File: config.mk
export PLATFORM = sky130hd
export DESIGN_NAME = aes_block_sequencer
export DESIGN_NICKNAME = d
export VERILOG_FILES = /design/src/rtl/aes_block_sequencer.sv
export SDC_FILE = /design/constraint.sdc
export NUM_CORES = 1
export LEC_CHECK = 0
export ABC_CLOCK_PERIOD_IN_PS = 18010
export BUFFER_PORTS_ARGS = -buffer_cell sky130_fd_sc_hd__buf_4
export CORE_AREA = 2 2 277 279
export DETAILED_ROUTE_END_ITERATION = 12
export DIE_AREA = 0 0 279 281
export GPL_ROUTABILITY_DRIVEN = 0
export SETUP_SLACK_MARGIN = 0.2
export SLEW_MARGIN = 20
export SYNTH_ARGS = -nofsm -noshare
export SYNTH_HDL_FRONTEND = slang
export SYNTH_SLANG_ARGS = --single-unit
File: constraint.sdc
create_clock -name clk -period 18.01 [get_ports clk]
set_clock_uncertainty 0.15 [all_clocks]
set_input_delay 2.7015 -clock clk [delete_from_list [all_inputs] [get_ports clk]]
set_output_delay 2.7015 -clock clk [all_outputs]
set_load 0.03 [all_outputs]
File: src/rtl/aes_block_sequencer.sv
// aes_block_sequencer: packs 32-bit input words into 128-bit blocks for the aes core and streams the result back as 32-bit words.
// Latency: 4th accepted input word -> core_en the next cycle; core_done rising edge captured -> first output word the next cycle.
// Backpressure: in_ready is low from START until all 4 result words have drained; out_data/out_last hold while out_ready is low.
// Build option AES_CBC_EN: adds a CBC chain register plus iv_load/iv_in ports; the default build is plain ECB.
module aes_block_sequencer #(
    parameter int KEY_BITS = 192
) (
    input  logic                clk,
    input  logic                rst,
    input  logic                key_load,
    input  logic [KEY_BITS-1:0] key_in,
`ifdef AES_CBC_EN
    input  logic                iv_load,
    input  logic [127:0]        iv_in,
`endif
    input  logic                in_valid,
    output logic                in_ready,
    input  logic [31:0]         in_data,
    output logic                out_valid,
    input  logic                out_ready,
    output logic [31:0]         out_data,
    output logic                out_last,
    output logic                core_en,
    output logic [127:0]        core_state,
    output logic [KEY_BITS-1:0] core_key,
    input  logic                core_done,
    input  logic [127:0]        core_state_out,
    output logic                busy
);

    generate
        if (KEY_BITS != 128 && KEY_BITS != 192 && KEY_BITS != 256) begin : g_bad_key_bits
            $error("aes_block_sequencer: KEY_BITS must be 128, 192 or 256");
        end
    endgenerate

    typedef enum logic [1:0] {
        S_LOAD  = 2'd0,
        S_START = 2'd1,
        S_RUN   = 2'd2,
        S_DRAIN = 2'd3
    } state_t;

    state_t          state_q;
    state_t          state_d;
    logic [1:0]      cnt_q;       // word index: input slot in LOAD, output word in DRAIN
    logic [2:0][31:0] slot_q;     // first three words of the block; the 4th goes straight to core_state
    logic [127:0]    result_q;
    logic            done_q;
    logic            in_fire;
    logic            out_fire;
    logic            done_rise;
    logic            idle_empty;
    logic [127:0]    block_pt;
    logic [127:0]    block_tx;

    assign in_fire    = in_valid & in_ready;
    assign out_fire   = out_valid & out_ready;
    // A level already high when RUN is entered has done_q set, so only a fresh 0->1 edge counts.
    assign done_rise  = (state_q == S_RUN) & core_done & ~done_q;
    assign idle_empty = (state_q == S_LOAD) & (cnt_q == 2'd0);
    assign block_pt   = {in_data, slot_q[2], slot_q[1], slot_q[0]};

`ifdef AES_CBC_EN
    logic [127:0] chain_q;

    assign block_tx = block_pt ^ chain_q;

    // Chain register: previous ciphertext at capture, otherwise IV load (wins) or clear on key load while idle
    always_ff @(posedge clk or posedge rst) begin
        if (rst) begin
            chain_q <= '0;
        end else if (done_rise) begin
            chain_q <= core_state_out;
        end else if (idle_empty && iv_load) begin
            chain_q <= iv_in;
        end else if (idle_empty && key_load) begin
            chain_q <= '0;
        end
    end
`else
    assign block_tx = block_pt;
`endif

    // State register and one-cycle history of core_done for edge detection
    always_ff @(posedge clk or posedge rst) begin
        if (rst) begin
            state_q <= S_LOAD;
            done_q  <= 1'b0;
        end else begin
            state_q <= state_d;
            done_q  <= core_done;
        end
    end

    // Next-state and state-decoded outputs
    always_comb begin
        state_d   = state_q;
        in_ready  = 1'b0;
        out_valid = 1'b0;
        core_en   = 1'b0;
        unique case (state_q)
            S_LOAD: begin
                in_ready = ~rst;
                if (in_fire && cnt_q == 2'd3) begin
                    state_d = S_START;
                end
            end
            S_START: begin
                core_en = 1'b1;
                state_d = S_RUN;
            end
            S_RUN: begin
                core_en = 1'b1;
                if (done_rise) begin
                    state_d = S_DRAIN;
                end
            end
            S_DRAIN: begin
                out_valid = 1'b1;
                if (out_fire && cnt_q == 2'd3) begin
                    state_d = S_LOAD;
                end
            end
            default: state_d = S_LOAD;
        endcase
    end

    assign out_data = out_valid ? result_q[{cnt_q, 5'd0} +: 32] : 32'd0;
    assign out_last = out_valid & (cnt_q == 2'd3);
    assign busy     = ~idle_empty;

    // Word counter, input slots, block sent to the core and captured result
    always_ff @(posedge clk or posedge rst) begin
        if (rst) begin
            cnt_q      <= 2'd0;
            slot_q     <= '0;
            core_state <= '0;
            result_q   <= '0;
        end else begin
            if (in_fire || out_fire) begin
                cnt_q <= cnt_q + 2'd1;
            end
            if (in_fire && cnt_q != 2'd3) begin
                slot_q[cnt_q] <= in_data;
            end
            if (in_fire && cnt_q == 2'd3) begin
                core_state <= block_tx;
            end
            if (done_rise) begin
                result_q <= core_state_out;
            end
        end
    end

    // Key register: only loaded while idle with no words held
    always_ff @(posedge clk or posedge rst) begin
        if (rst) begin
            core_key <= '0;
        end else if (idle_empty && key_load) begin
            core_key <= key_in;
        end
    end

endmodule

==> results of run 1 <==
-- final timing paths --
path / slack [ns] / start / to
max: 11.98 / rst / block_pt[72]
max in group clk: 12.00 / rst / in_ready
min: 0.33 / block_pt[11] / block_pt[11]
min reg2reg: 0.33 / block_pt[11] / block_pt[11]
min in group asynchronous: 1.95 / rst / result_q[101]
max reg2reg: 14.49 / cnt_q[1] / core_state[33]
-- power breakdown --
group	switching [W]	internal [W]
Clock	0.000495	0.000758
Sequential	0.000300	0.00180
Combinational	0.00129	0.00108
-- sequential cells by signal, indices dropped and copies added, names as in the netlist --
signal and cells:
done_q 1, block_pt 96, state_q 2, result_q 128
core_state 128, core_key 192, cnt_q 2
-- kinds of logic (layout without fill, tap and decap cells) --
logic type / after synthesis / in the layout / share of synthesized area
AOI/OAI and AO/OA: 2 / 2 / 0.0008773
xor gates and xnor gates: 1 / 1 / 0.0004094
adders and majority gates: 8 / 8 / 0.004679
buffers and inverters: 74 / 843 / 0.01719
DFF: 549 / 549 / 0.6421
muxes: 579 / 579 / 0.3215
and+or+nand+nor: 45 / 45 / 0.01322
-- through the flow --
step	util	setup WS (ns)	instances	hold slack (ns)
after detailed placement	0.3685	10.63	2899	0.3269
after global placement	0.3685	10.82	2899	0.3192
after floorplan	-	7.689	1258	0.3102
after global routing	0.3956	11.42	3005	0.3497
final	0.3956	11.98	3005	0.3336
after CTS	0.3954	11.31	3004	0.3398
-- layer usage --
| layer | part of all wire | wire [um] |
|---|---|---|
| met4 | 0.023 | 1382 |
| met1 | 0.39 | 23250 |
| met5 | 0.00082 | 49 |
| met2 | 0.52 | 31230 |
| met3 | 0.070 | 4210 |
-- cell type report --
cell class | instances | share of cell area
inverter | 5 | 0.0007546
tap | 978 | 0.04100
multi-input combinational | 635 | 0.2447
timing repair buffer | 733 | 0.1852
clock buffer | 83 | 0.05584
sequential | 549 | 0.4604
clock inverter | 22 | 0.01211
-- worst max-delay path: cells and delay by family --
family / cells / cell delay (ns)
buf+inv: 6 / 3.55
-- placed cells by master (no fill, tap or decap), types with 3 or more instances in the layout --
cell	synthesis	layout
bufinv_16	0	8
mux4_2	32	32
inv_1	5	4
dfrtp_1	549	547
clkbuf_1	5	14
mux2_1	91	91
nand2_2	3	3
ha_1	8	7
mux2_2	455	455
clkbuf_16	0	59
buf_4	3	731
clkbuf_8	0	10
clkinv_2	0	8
and2_1	33	33
==> results.md, run 1 <==
- Initial antenna violation count: 5
- CTS tree: built
- CP max stage cell: buf_4
- Period utilisation layout: 0.3349
- Final Instance Area: 0.02985 sq mm
- Hpwl dp: 44.30 mm
- Max transition margin: 0.2756
- Sequential area share after synthesis: 0.6421
- Area of the multi-input gates: 0.007305 sq mm
- Req. time, crit path: 18.47 ns
- Setup TNS: 0 ns
- Mean Syn Cell Area: 17.01 sq um
- Cell mode on critical path: buf_4
- Fillers: 7014
- Worst-path maximum fanout: 76
- Postcts setup bufs: 0
- Pins Over Slew Limit: 0
- Number of enable flip-flop cells after synthesis: 0
- Synth Instances: 1258
- M3 GR Usage: 0.04423
- Hold depth: 1
- Post-synthesis async set-or-reset flop share: 1.000
- Post_cts resized: 0
- Initial Utilization: 0.2836
- CTS H-Tree Depth: 2
- Global-route wire length before repair: 89.26 mm
- Seq cells post-synth: 549
- Largest net degree at the start of global routing: 140
- Clock sink count: 549
- Number of I/O port buffers: 714
- Root buffer cell: clkbuf_16
- CP peak stage delay: 0.84 ns
- Crit path capture type: asynchronous set/reset pin
- Worst-Skew Late Latency: 0.60 ns
- Peak supply drop: 0.1043 mV
- Die area: 0.07840 sq mm
- Synth top area share: 0.6421
- Die height: 281 um
- Antenna viol nets, final: 0
- M1 GR Usage: 0.1743
- # IOs: 715
- Synth top area cells: dfrtp_1, mux2_2, mux2_1
- PD cells: 191.4 mW/mm^2
- Total congestion overflow: 0
- Achievable Freq: 165.8 MHz
- Synthesized area: 0.02140 sq mm
- Clock slew at reported path FFs: 0.06 ns
- Leak pwr: 14.72 nW
- Worst-margin pin slew: 1.087 ns
- Status: finished, final reports clean
- Pre-Repair DR Iteration Count: 6
- Post-synth cell types: 24
- YS warnings: 0
- Fin nets: 2349
- Per-cell routed wire length: 20.01 um
- DRC Markers: 0
- Vias in the first global route: 14.57k
- Unrepaired setup endpoints after global routing: no
- Clock buffer depth: 3
- Core Box Area: 0.07544 sq mm
- Max-Cap Viols: 0
- Cts hold-fix bufs: 0
- Fraction of layout instances using a drive strength above 1: 0.6512
- Main flop type after synthesis: dfrtp_1
- Worst r2r path cells: 6
- Top Usage Layer GRT: met2
- Total Wirelength: 60.12 mm
- Top-count cell post-synth: dfrtp_1
- CP Class: in -> async
- Via count: 13.25k
- Syn Nets: 1624
- Total global-route track usage: 0.1476
- TritonCTS buffer count: 59
- Synth area leader: dfrtp_1
- Die W: 279 um
- Synth cell count leaders: dfrtp_1, mux2_2, mux2_1
- GR met2 Demand/Resource: 0.2602
- Final hold violation count: 0
- Cell Chain, Critical Path: buf_4 -> clkinvlp_4 -> buf_4 -> buf_4 -> buf_4 -> buf_4
- Core Rows: 101
- Setup violators final: 0
- N_diodes: 0
- P&R area growth vs syn: 39.50%
- DR iter-0 viols: 511
- Sequential cell area: 0.01374 sq mm
- Post-place instance area: 0.02780 sq mm
- Hold Path Class: reg -> reg
- Drt via density: 4.409
- Min Tclk post-route: 6.032 ns
- Crit path DAT: 6.49 ns
- CP startpoint kind: primary input
- Tot Pwr: 0.005713 W
No activity file was read; power rests on OpenSTA's default activity.
==> run 2: changes to the inputs <==
--- a/config.mk
+++ b/config.mk
@@ -5,11 +5,12 @@
 export SDC_FILE = /design/constraint.sdc
 export NUM_CORES = 1
 export LEC_CHECK = 0
-export ABC_CLOCK_PERIOD_IN_PS = 18010
+export ABC_AREA = 1
+export ABC_CLOCK_PERIOD_IN_PS = 5900
 export BUFFER_PORTS_ARGS = -buffer_cell sky130_fd_sc_hd__buf_4
-export CORE_AREA = 2 2 277 279
+export CORE_AREA = 2 2 281 283
 export DETAILED_ROUTE_END_ITERATION = 12
-export DIE_AREA = 0 0 279 281
+export DIE_AREA = 0 0 283 285
 export GPL_ROUTABILITY_DRIVEN = 0
 export SETUP_SLACK_MARGIN = 0.2
 export SLEW_MARGIN = 20
==> constraint.sdc (replaced) <==
create_clock -name clk -period 5.9 [get_ports clk]
set_clock_uncertainty 0.15 [all_clocks]
set_input_delay 0.885 -clock clk [delete_from_list [all_inputs] [get_ports clk]]
set_output_delay 0.885 -clock clk [all_outputs]
set_load 0.03 [all_outputs]
==> run 2 against run 1 <==
First-iteration DRC count up 120%. Area after synthesis grew 3.2%. Critical path depth down 2. Utilization shrank 0.50 points. Sequential share of layout area is 0.91 points lower. Critical path type is now reg -> out.
==> results.md, run 2 <==
- Status: finished, final reports clean
- Fin nets: 3567
- Worst-margin pin slew: 0.9495 ns
- Regs by FF count: core_key (192), core_state (128), result_q (128)
- Hold Path Class: in -> reg
- Worst path bufs/invs: 2
- Cell Chain, Critical Path: buf_4 -> o211ai_1 -> a21oi_1 -> buf_4
- DR iter-0 viols: 1146
- Max-Cap Viols: 0
- Core Box Area: 0.07797 sq mm
- Cell family contributing the most delay on the critical path: buffers and inverters
- Number of enable flip-flop cells after synthesis: 0
- # IOs: 715
- Max transition margin: 0.3670
- Cts hold-fix bufs: 0
- Initial antenna violation count: 7
- Unrepaired setup endpoints after global routing: no
- Min Tclk post-route: 4.024 ns
- Period utilisation layout: 0.6820
- Setup WS post-layout: 1.876 ns
- Pre-Repair DR Iteration Count: 5
- Worst-Skew Late Latency: 0.61 ns
- Global-route wire length before repair: 110.9 mm
- CP max stage cell: buf_4
- P&R area growth vs syn: 37.88%
- Synth Instances: 2539
- Pins Over Slew Limit: 0
- Core Rows: 103
- Synth area leader: dfrtp_1
- Synthesized area: 0.02209 sq mm
- Total global-route track usage: 0.1760
- Finished Layout Cells: 4298
- PD cells: 565.9 mW/mm^2
- Fraction of layout instances using a drive strength above 1: 0.2612
- TritonCTS buffer count: 61
- Req. time, crit path: 4.87 ns
- Clock group share of total power: 0.226
- Sw frac: 0.4085
- Worst r2r path cells: 5
- Setup WS pre-CTS: 2.215 ns
- Initial Utilization: 0.2833
- YS warnings: 0
- Synth cell count leaders: nand2_1, dfrtp_1, inv_1
- Internal: 0.01019 W
- Vias in the first global route: 18.04k
- Crit path DAT: 2.99 ns
- Total Wirelength: 72.87 mm
- CP peak stage delay: 0.76 ns
- Setup violators final: 0
- R2r setup slk: 2.62 ns
- Clock sink count: 549
- Clock buffer depth: 3
- Peak supply drop: 0.2806 mV
- Number of I/O port buffers: 714
- CTS tree: built
- Most common cell after layout, fill and taps aside: nand2_1
- Die height: 285 um
- Post-synth cell types: 19
- Antenna viol nets, final: 0
- Tot Pwr: 0.01723 W
- Top-count cell post-synth: nand2_1
- Gate power share: 0.401
- Setup TNS: 0 ns
- Die area: 0.08066 sq mm
- Post-place instance area: 0.02841 sq mm
- Per-cell routed wire length: 16.95 um
- Crit path depth: 4
- Synth top area cells: dfrtp_1, nand2_1, o21ai_0
- Fillers: 8006
- Post_cts resized: 0
- Main flop type after synthesis: dfrtp_1
- Sequential area share after synthesis: 0.6220
- Final hold violation count: 0
- Final Instance Area: 0.03045 sq mm
- Crit path capture type: primary output
- Max FFs per register: 192
- CP Class: reg -> out
- Root buffer cell: clkbuf_16
- Via count: 18.32k
- Synth top area share: 0.6220
- Clock slew at reported path FFs: 0.06 ns
- Total congestion overflow: 0
- Most frequent cells in the layout: nand2_1, buf_4, dfrtp_1
- Seq cells post-synth: 549
- Achievable Freq: 248.5 MHz
- Top reg by flops: core_key
- Placed cells: 4188
- Hold depth: 1
- Largest net degree at the start of global routing: 235
- Leak pwr: 16.92 nW
- Reg power frac: 0.372
- Postcts setup bufs: 0
- Post-synthesis async set-or-reset flop share: 1.000
- Syn Nets: 2905
- CP startpoint kind: flop
- Mean Syn Cell Area: 8.699 sq um
- CTS H-Tree Depth: 2
- Worst-path maximum fanout: 88
- Drt via density: 4.261
- DRC Markers: 0
- Cell mode on critical path: buf_4
- Die W: 283 um
- P_sw: 0.007040 W
- Hpwl dp: 51.87 mm
==> run 2: cell types whose count changed in the layout (fill, tap and decap cells not counted), moves of 6 or more <==
cell	before	now
o21ai_0	0	260
nand2_1	2	1008
a21oi_1	0	97
inv_1	4	332
mux4_2	32	0
o211ai_1	0	63
mux2_2	455	0
nor2_1	1	66
and2_1	33	0
clkinv_2	8	14
mux2_1	91	0
==> run 2: cells by family after synthesis <==
kind of cell,after synthesis,share of synthesized area
and+or+nand+nor,1085,0.1858
adders and majority gates,8,0.004532
DFF,549,0.6220
buffers and inverters,477,0.08537
AOI/OAI and AO/OA,420,0.1023
==> run 2: metrics by stage <==
| step | hold slack, ns | util |
|---|---|---|
| floorplan | 0.2922 | - |
| global placement | 0.2985 | 0.3644 |
| detailed placement | 0.3019 | 0.3644 |
| CTS | 0.2251 | 0.3906 |
| global route | 0.2333 | 0.3906 |
| finish | 0.2781 | 0.3906 |
==> run 2: final timing paths <==
path | startpoint | to
setup / recovery | cnt_q[0] | out_data[9]
hold / removal | core_done | done_q
setup reg to reg | cnt_q[0] | core_key[38]
hold reg to reg | block_pt[67] | core_state[67]
max in group asynchronous | rst | core_state[100]
min in group asynchronous | rst | result_q[65]
==> run 2: cell type report <==
cell class / count / area [sq um] / area share
tap: 1050 / 1314 / 0.04314
clock buffer: 85 / 1737 / 0.05703
inverter: 338 / 1275 / 0.04187
timing repair buffer: 738 / 5590 / 0.1836
antenna: 1 / 2.502 / 0.00008217
sequential: 549 / 13740 / 0.4512
clock inverter: 24 / 305.3 / 0.01002
multi-input combinational: 1513 / 6489 / 0.2131
==> run 2: metal layers <==
| metal | vias up | wire [um] | global-route usage |
|---|---|---|---|
| met5 | - | 90 | 0 |
| li1 | 9075 | - | - |
| met4 | 12 | 1998 | 0.05093 |
| met2 | 542 | 34690 | 0.2884 |
| met1 | 8566 | 30190 | 0.2203 |
| met3 | 120 | 5905 | 0.05968 |
==> run 2: power groups by stage <==
stage	sequential, W	clock, W	combinational [W]
CTS	0.00641	0.00400	0.00702
finish	0.00642	0.00390	0.00692
global placement	0.00643	0	0.00693
detailed placement	0.00644	0	0.00701
global route	0.00662	0.00416	0.00753
floorplan	0.00811	0	0.00242
==> run 3: changes to the inputs <==
--- a/config.mk
+++ b/config.mk
@@ -5,12 +5,12 @@
 export SDC_FILE = /design/constraint.sdc
 export NUM_CORES = 1
 export LEC_CHECK = 0
-export ABC_AREA = 1
-export ABC_CLOCK_PERIOD_IN_PS = 5900
+export ABC_AREA = 0
+export ABC_CLOCK_PERIOD_IN_PS = 3700
 export BUFFER_PORTS_ARGS = -buffer_cell sky130_fd_sc_hd__buf_4
-export CORE_AREA = 2 2 281 283
+export CORE_AREA = 2 2 277 279
 export DETAILED_ROUTE_END_ITERATION = 12
-export DIE_AREA = 0 0 283 285
+export DIE_AREA = 0 0 279 281
 export GPL_ROUTABILITY_DRIVEN = 0
 export SETUP_SLACK_MARGIN = 0.2
 export SLEW_MARGIN = 20
==> constraint.sdc (replaced) <==
create_clock -name clk -period 3.7 [get_ports clk]
set_clock_uncertainty 0.15 [all_clocks]
set_input_delay 0.555 -clock clk [delete_from_list [all_inputs] [get_ports clk]]
set_output_delay 0.555 -clock clk [all_outputs]
set_load 0.03 [all_outputs]
==> run 3 against run 2 <==
Global-route usage down 1.6 points. Final cell count down 22%. Cell area up 9.0%. Setup slack worse by 1.5 ns. Non-clock buffer count up 327. Via count down 19%. Wire length down 11%. Die area down 2.8%. Sequential cell count unchanged. First-iteration DRC count down 61%. Critical path depth unchanged. Sequential share of layout area down 3.7 points. Highest routed layer unchanged.
==> results.md, run 3 (same netlist as run 1, synthesis figures left out) <==
- Clock buffer depth: 3
- P&R area growth vs syn: 55.11%
- CP max stage cell: dfrtp_2
- Hold Path Class: in -> reg
- Fraction of layout instances using a drive strength above 1: 0.5637
- Clock slew at reported path FFs: 0.06 ns
- Max-Cap Viols: 0
- CP startpoint kind: flop
- Hpwl dp: 45.81 mm
- Worst-margin pin slew: 0.8578 ns
- # IOs: 715
- CTS tree: built
- DR iter-0 viols: 450
- Sw frac: 0.3702
- Post-place instance area: 0.02805 sq mm
- Req. time, crit path: 2.99 ns
- PD cells: 847.2 mW/mm^2
- Worst r2r path cells: 5
- Pre-Repair DR Iteration Count: 4
- Hold worst-path end: result_q[39]
- Die area: 0.07840 sq mm
- Cell Chain, Critical Path: buf_4 -> mux4_2 -> and2_1 -> buf_4
- Total congestion overflow: 0
- DRC Markers: 0
- Fillers: 6687
- Core Box Area: 0.07544 sq mm
- Regs by FF count: core_key (192), core_state (128), result_q (128)
- Origin of the worst setup path: cnt_q[0]
- CTS H-Tree Depth: 2
- Total Wirelength: 64.65 mm
- Total global-route track usage: 0.1595
- Cell mode on critical path: buf_4
- Crit path DAT: 2.58 ns
- Gate power share: 0.421
- Crit path capture type: primary output
- CP peak stage delay: 0.59 ns
- Vias in the first global route: 16.61k
- R2r setup slk: 1.06 ns
- P_sw: 0.01041 W
- Most frequent cells in the layout: buf_4, dfrtp_1, mux2_2
- Min Tclk post-route: 3.281 ns
- CP Class: reg -> out
- Pins Over Slew Limit: 0
- Global-route wire length before repair: 97.18 mm
- Die W: 279 um
- Final core occ: 0.4399
- Root buffer cell: clkbuf_16
- Worst-path maximum fanout: 24
- Leak pwr: 16.13 nW
- Drt via density: 4.413
- Die height: 281 um
- Most common cell after layout, fill and taps aside: buf_4
- TritonCTS buffer count: 60
- Status: finished, final reports clean
- Fin nets: 2682
- Final hold violation count: 0
- Initial Utilization: 0.2836
- Max transition margin: 0.4281
- Top reg by flops: core_key
- Max FFs per register: 192
- FF-to-FF End: core_key[143]
- Number of I/O port buffers: 714
- Clock group share of total power: 0.210
- Initial antenna violation count: 7
- Hold slack: 0.04220 ns
- Worst-Skew Late Latency: 0.62 ns
- Achievable Freq: 304.7 MHz
- Largest net degree at the start of global routing: 139
- Clock sink count: 549
- Antenna viol nets, final: 0
- Unrepaired setup endpoints after global routing: no
- Hold depth: 2
- Per-cell routed wire length: 19.34 um
- RR Startpoint: cnt_q[1]
- Period utilisation layout: 0.8869
- Final Instance Area: 0.03319 sq mm
- Setup violators final: 0
- Core Rows: 101
- Postcts setup bufs: 0
- Peak supply drop: 0.5216 mV
- Reg power frac: 0.369
- Internal: 0.01771 W
- Hold path startpoint: core_state_out[39]
- Via count: 14.75k
run 3: cell type report:
type / count / area [sq um] / share of cell area
antenna: 2 / 5.005 / 0.0001508
clock buffer: 93 / 1755 / 0.05290
clock inverter: 16 / 195.2 / 0.005882
inverter: 5 / 22.52 / 0.0006787
multi-input combinational: 635 / 7302 / 0.2200
sequential: 549 / 13740 / 0.4141
tap: 978 / 1224 / 0.03687
timing repair buffer: 1065 / 8939 / 0.2694
run 3: worst max-delay path, delay by kind of cell (launching register included):
| kind | cells | cell delay [ns] |
|---|---|---|
| simple gates | 1 | 0.16 |
| buf+inv | 2 | 0.64 |
| mux | 1 | 0.55 |
| flops | 1 | 0.59 |
run 3: power groups by stage:
| stage | sequential [W] | clock [W] | combinational, W |
|---|---|---|---|
| final | 0.0104 | 0.00591 | 0.0118 |
| after CTS | 0.0103 | 0.00610 | 0.0119 |
| after floorplan | 0.0130 | 0 | 0.00431 |
| after global routing | 0.0107 | 0.00635 | 0.0124 |
| after detailed placement | 0.0104 | 0 | 0.0116 |
| after global placement | 0.0103 | 0 | 0.0114 |
run 3: stage by stage:
step	power, W	setup slack (ns)	std cells	TNS [ns]
2_1_floorplan	0.01731	-4.475	1258	-2456.70
3_3_place_gp	0.02176	0.9161	2915	0
3_5_place_dp	0.02206	0.8441	2915	0
4_1_cts	0.02838	0.2219	3341	0
5_1_grt	0.02951	0.2917	3343	0
6_report	0.02812	0.4186	3343	0
run 3: worst max-delay path by stage:
stage,end,slack (ns),depth (start not counted)
after CTS,out_data[7],0.22,4
after global routing,out_data[29],0.29,4
after detailed placement,core_key[102],0.84,5
final,out_data[28],0.42,4
after floorplan,block_pt[0],-4.47,1
after global placement,core_key[171],0.92,5
run 3: metal layers:
| metal | routed length [um] | track usage | up-vias |
|---|---|---|---|
| met5 | 58 | 0 | - |
| met4 | 2250 | 0.06052 | 8 |
| met3 | 3971 | 0.04539 | 133 |
| met2 | 33340 | 0.2780 | 466 |
| met1 | 25030 | 0.1860 | 7535 |
| li1 | - | - | 6609 |
run 3: timing repair:
item / in CTS / in global routing
hold buffers: 317 / 0
gates resized for setup: 0 / 1
endpoints found under the setup margin: 0 / 15
endpoints found under the hold margin: 356 / 0
